<file path="config.mk">
export PLATFORM = sky130hd
export DESIGN_NAME = cpu_stack_writeback
export DESIGN_NICKNAME = d
export VERILOG_FILES = /design/src/rtl/cpu_stack_writeback.sv
export SDC_FILE = /design/constraint.sdc
export NUM_CORES = 1
export LEC_CHECK = 0
export CAP_MARGIN = 10
export CORE_ASPECT_RATIO = 0.5
export CORE_MARGIN = 2
export CORE_UTILIZATION = 53
export DETAILED_ROUTE_END_ITERATION = 10
export PLACE_DENSITY = 0.82
export SETUP_SLACK_MARGIN = 0.3
export SYNTH_ARGS = -nofsm -noshare
export SYNTH_HDL_FRONTEND = slang
export SYNTH_SLANG_ARGS = --single-unit
</file>
<file path="constraint.sdc">
create_clock -name clk -period 21.1 [get_ports clk]
set_input_delay 6.33 -clock clk [delete_from_list [all_inputs] [get_ports clk]]
set_output_delay 6.33 -clock clk [all_outputs]
set_load 0.02 [all_outputs]
</file>
<file path="src/rtl/cpu_stack_writeback.sv">
// Stage-5 write side of the operand stack.
// Accepts a retiring stage-4 op (pop count plus up to four result words) and
// drives the stack with one pop strobe and then one push word per cycle.
// Also tracks the committed stack depth and keeps a sticky debug error flag.
// Optional feature: define CPU_WB_POP_PUSH_MERGE_EN to issue the pop and the
// first push word in the same cycle (the stack pops before it pushes).
//
// state | meaning
// ------+----------------------------------------------------------------
// IDLE  | no strobe this cycle; a new op can be accepted
// POP   | st__to_pop_5a carries the op's pop count this cycle
// PUSH  | st__to_push_5a carries word rem_q-1 of the buffered op
module cpu_stack_writeback #(
  parameter int WIDTH = 35,
  parameter int DEPTH = 2048
) (
  input  logic                       clk,
  input  logic                       rst,
  input  logic                       valid_4a,
  input  logic                       kill_4a,
  input  logic [2:0]                 c__to_push_4a,
  input  logic [$clog2(DEPTH)-1:0]   st__to_pop_4a,
  input  logic [4*WIDTH-1:0]         st__data_4a,
  output logic                       wb__ready_4a,
  output logic                       st__push_5a,
  output logic [WIDTH-1:0]           st__to_push_5a,
  output logic [$clog2(DEPTH)-1:0]   st__to_pop_5a,
  output logic [$clog2(DEPTH):0]     wb__depth,
  output logic                       wb__err
);

  localparam int PW = $clog2(DEPTH);
  localparam int DW = PW + 1;
  localparam logic [DW-1:0] DEPTH_MAX = DW'(DEPTH);

  typedef enum logic [1:0] {
    IDLE = 2'd0,
    POP  = 2'd1,
    PUSH = 2'd2
  } state_t;

  state_t            state_q, state_d;
  logic [2:0]        rem_q, rem_d;
  logic [WIDTH-1:0]  buf_q [4];
  logic [WIDTH-1:0]  buf_d [4];
  logic              push_q, push_d;
  logic [WIDTH-1:0]  to_push_q, to_push_d;
  logic [PW-1:0]     to_pop_q, to_pop_d;
  logic [DW-1:0]     depth_q, depth_d;
  logic              err_q, err_d;

  logic [WIDTH-1:0]  data_w [4];
  logic [2:0]        n_in;
  logic              illegal_n;
  logic              ready_c;
  logic              accept;
  logic [DW-1:0]     depth_after_pop;
  logic              pop_err;
  logic              push_err;

  // Unpack incoming words, clamp the push count, decide whether this cycle accepts.
  always_comb begin
    for (int k = 0; k < 4; k++) begin
      data_w[k] = st__data_4a[k*WIDTH +: WIDTH];
    end
    illegal_n = (c__to_push_4a > 3'd4);
    n_in      = illegal_n ? 3'd4 : c__to_push_4a;
    ready_c   = (state_q == IDLE) ||
                ((state_q == POP)  && (rem_q == 3'd0)) ||
                ((state_q == PUSH) && (rem_q == 3'd1));
    accept    = valid_4a && !kill_4a && ready_c;
  end

  // Next-state and next-output selection: continue the current op, or start a new one.
  always_comb begin
    state_d   = IDLE;
    rem_d     = rem_q;
    push_d    = 1'b0;
    to_push_d = '0;
    to_pop_d  = '0;
    for (int k = 0; k < 4; k++) begin
      buf_d[k] = buf_q[k];
    end

    if ((state_q == POP) && (rem_q != 3'd0)) begin
      state_d   = PUSH;
      push_d    = 1'b1;
      to_push_d = buf_q[rem_q[1:0] - 2'd1];
    end else if ((state_q == PUSH) && (rem_q > 3'd1)) begin
      state_d   = PUSH;
      rem_d     = rem_q - 3'd1;
      push_d    = 1'b1;
      // rem_q 2..4 selects word 0..2; the 2-bit wrap maps rem_q=4 to index 2.
      to_push_d = buf_q[rem_q[1:0] - 2'd2];
    end else if (accept) begin
      for (int k = 0; k < 4; k++) begin
        buf_d[k] = data_w[k];
      end
      rem_d = n_in;
      if (st__to_pop_4a != '0) begin
        to_pop_d = st__to_pop_4a;
`ifdef CPU_WB_POP_PUSH_MERGE_EN
        if (n_in != 3'd0) begin
          state_d   = PUSH;
          push_d    = 1'b1;
          to_push_d = data_w[n_in[1:0] - 2'd1];
        end else begin
          state_d = POP;
        end
`else
        state_d = POP;
`endif
      end else if (n_in != 3'd0) begin
        state_d   = PUSH;
        push_d    = 1'b1;
        to_push_d = data_w[n_in[1:0] - 2'd1];
      end else begin
        rem_d = 3'd0;
      end
    end else begin
      rem_d = 3'd0;
    end
  end

  // Commit depth from the strobes presented this cycle: pop first, then push.
  always_comb begin
    pop_err  = ({1'b0, to_pop_q} > depth_q);
    depth_after_pop = pop_err ? '0 : (depth_q - {1'b0, to_pop_q});
    push_err = 1'b0;
    depth_d  = depth_after_pop;
    if (push_q) begin
      if (depth_after_pop == DEPTH_MAX) begin
        push_err = 1'b1;
      end else begin
        depth_d = depth_after_pop + 1'b1;
      end
    end
    err_d = err_q || pop_err || push_err || (accept && illegal_n);
  end

  // State, buffer and registered outputs; reset drops any op in flight.
  always_ff @(posedge clk) begin
    if (rst) begin
      state_q   <= IDLE;
      rem_q     <= '0;
      push_q    <= 1'b0;
      to_push_q <= '0;
      to_pop_q  <= '0;
      depth_q   <= '0;
      err_q     <= 1'b0;
      for (int k = 0; k < 4; k++) begin
        buf_q[k] <= '0;
      end
    end else begin
      state_q   <= state_d;
      rem_q     <= rem_d;
      push_q    <= push_d;
      to_push_q <= to_push_d;
      to_pop_q  <= to_pop_d;
      depth_q   <= depth_d;
      err_q     <= err_d;
      for (int k = 0; k < 4; k++) begin
        buf_q[k] <= buf_d[k];
      end
    end
  end

  assign wb__ready_4a   = ready_c;
  assign st__push_5a    = push_q;
  assign st__to_push_5a = to_push_q;
  assign st__to_pop_5a  = to_pop_q;
  assign wb__depth      = depth_q;
  assign wb__err        = err_q;

endmodule

</file>
==> summary.txt <==
Worst R2R Path Depth: 15
# rows: 37
CTS Sinks: 204
Avg Inst Size Synth: 13.0 µm²
startpoint types: input port
cts hold-fix bufs: 0
Final GP Congestion: 0.888
fmax: 109 MHz
leading area contributor after synthesis: edfxtp_1
detailed placement HPWL: 19,800 µm
chip width: 210 µm
drt initial violations: 814
DRC: 0
Gate power share: 30.9%
Final nets: 1,211
Pwr Density: 86.8 nW/µm²
Setup Fix Bufs, Post-CTS: 0
Net Sw Frac: 31.0%
total grt overflow: 0
Vias/cell: 6.45
worst hold path class: reg2reg
final hold slack: 0.542 ns
final core occ: 69.2%
vias: 8,536
Netlist Area Pre-Place: 11,300 µm²
drt first pass iters: 5
RSZ-0062 raised after global routing: false
Setup WS pre-CTS: 11.44 ns
top_reg_cell synth: edfxtp_1
Die Ht: 107 µm
Crit Path Class: in2reg
Netlist cell types: 63
Fillers: 1,449
CTS buffer count: 20
final hold vios: 0
CTS clk-pin slew, worst paths: 0.06 ns
Bufs on Longest Clock Path: 3
first-pass GRT wire length: 48,300 µm
P_sw: 0.385 mW
outcome: completed
Syn Nets: 1,045
Slew Limit Fails: 0
CTS tree: built
RR Endpoint: wb__depth[1]
setup_tns: 0 ns
total global-route track usage: 27.8%
DRT antenna net count: 0
Synthesis Warnings: 0
Syn Inst Count: 869
Final WS setup: 11.96 ns
Slew @ Worst Pin: 1.11 ns
Peak VDD IR: 0.0621 mV
# setup viols final: 0
Synth async-reset ratio: 0%
sequential share of the synthesized area: 48.7%
crit path max fanout: 68
post-CTS resize count: 0
P_int: 0.857 mW
largest net degree at the start of global routing: 157
Avg WL per Cell: 23.4 µm
RR Startpoint: wb__depth[0]
total die area: 22,500 µm²
crit path launch: kill_4a
R2R Setup Slk: 17.07 ns
Setup crit end: buf_q[1][14]
Yosys reg bits: 204
WHS Path Cells: 1
Layout Area Growth over Synthesis: 27.1%
max-cap viol count: 0
Worst Path Required: 21.23 ns
Leakage: 5.33 nW
max_slew headroom: 26.1%
share of cells above drive strength 1: 17.1%
root buffer cell: clkbuf_16
initial antenna violation count: 1
Crit. End Element: flop
IO Port Bufs: 218
I/O pin count: 219
CP arrival: 9.27 ns
Clock Skew: 0.00772 ns
H-tree depth: 1
count leader, synth: and3_1
Post-synth EDFFs: 140
Final Cycle Share: 43.3%
main area contributors after synthesis: edfxtp_1 37%, mux4_2 21%, dfxtp_1 11%
Commonest cells post-synth: 155 x and3_1, 140 x edfxtp_1, 105 x mux4_2
clock latency on the worst-skew pair: 0.51 ns
starting density of the core: 54.4%
drt total wl: 30,900 µm
post-layout min period: 9.14 ns
share of the synthesized area in the top cell type: 37.3%
Reg power frac: 38.1%
core box area: 20,700 µm²
vias in the first global route: 9,054
clock power share: 31.0%
==> flip-flops by register name (all words and copies together) (netlist names) <==
signal / flops
state_q: 2
st__to_push_5a: 35
rem_q: 3
st__to_pop_5a: 11
buf_q: 140
wb__depth: 12
wb__err: 1
==> kinds of logic after synthesis <==
| family | count (synthesis) | share of synthesized area (%) |
|---|---|---|
| AND/OR/NAND/NOR | 279 | 14.8 |
| flip-flops | 204 | 48.7 |
| AO/OA/AOI/OAI | 138 | 8.34 |
| buffers and inverters | 111 | 3.98 |
| multiplexers | 105 | 21.0 |
| adder cells (fa/ha/maj) | 18 | 2.07 |
| XOR/XNOR | 14 | 1.16 |
==> critical path: stages <==
cell and delay (ns):
clkdlybuf4s50_1 0.39, nand3b_1 0.44, o21ai_4 0.47, buf_4 0.71
buf_4 0.82
==> per-stage QoR <==
stage | power [mW] | instance area [µm²] | std cells
after global placement | 0.850 | 13600 | 1285
final | 1.24 | 14300 | 1324
after global routing | 1.29 | 14300 | 1323
after CTS | 1.24 | 14300 | 1321
after detailed placement | 0.861 | 13600 | 1285
after floorplan | 0.757 | 11300 | 869
==> cells in the final DEF, fill, tap and decap left out, types with 3 or more instances in the layout <==
| cell type | synthesis | layout |
|---|---|---|
| clkdlybuf4s50_1 | 0 | 217 |
| and3_1 | 155 | 155 |
| edfxtp_1 | 140 | 140 |
| mux4_2 | 105 | 105 |
| dfxtp_1 | 64 | 62 |
| a21oi_1 | 51 | 51 |
| nand3_1 | 44 | 44 |
| a22oi_1 | 38 | 38 |
| nor2_1 | 26 | 26 |
| inv_1 | 22 | 21 |
| clkbuf_16 | 0 | 21 |
| ha_1 | 17 | 15 |
| nor3_1 | 13 | 13 |
| buf_4 | 2 | 13 |
| o21ai_0 | 11 | 10 |
| xnor2_1 | 8 | 8 |
| nand2_1 | 8 | 8 |
| xor2_1 | 5 | 5 |
| nand2b_1 | 4 | 4 |
| clkinv_2 | 0 | 4 |
| a21o_1 | 4 | 4 |
| clkbuf_1 | 63 | 4 |
| o211ai_1 | 3 | 3 |
| or4_1 | 3 | 3 |
| nor4_1 | 3 | 3 |
| bufinv_16 | 0 | 3 |
| clkbuf_8 | 0 | 3 |
==> routing by layer <==
layer,track usage (%),share of wire (%),wire length (µm),vias up
li1,-,-,-,3798
met1,34.7,39,12000,4313
met2,49.7,52,16100,368
met3,4.60,6.7,2080,57
met4,9.22,2.3,712,0
met5,0,0,0,-
==> area by class of cell <==
| class | count | area, µm² | share of cell area, % |
|---|---|---|---|
| well taps | 273 | 342 | 2.39 |
| clock inverters | 8 | 113 | 0.787 |
| flip-flops and latches | 204 | 5490 | 38.4 |
| inverters | 23 | 87.6 | 0.612 |
| clock buffers | 28 | 582 | 4.07 |
| repair buffers | 232 | 2300 | 16.1 |
| diodes | 2 | 5.00 | 0.0350 |
| multi-input cells | 554 | 5390 | 37.7 |
==> power by group through the flow <==
stage          clock network [mW]  registers [mW]  logic, mW
3_5_place_dp                    0           0.482      0.379
2_1_floorplan                   0           0.493      0.264
3_3_place_gp                    0           0.479      0.371
5_1_grt                     0.402           0.476      0.415
4_1_cts                     0.388           0.474      0.381
6_report                    0.384           0.474      0.384
==> worst min path at each step <==
| stage | from | to |
|---|---|---|
| finish | wb__err | wb__err |
| global route | wb__err | wb__err |
| CTS | wb__err | wb__err |
| detailed placement | wb__err | wb__err |
| global placement | wb__err | wb__err |
| floorplan | rem_q[2] | rem_q[2] |
No activity file was read; power rests on OpenSTA's default activity.
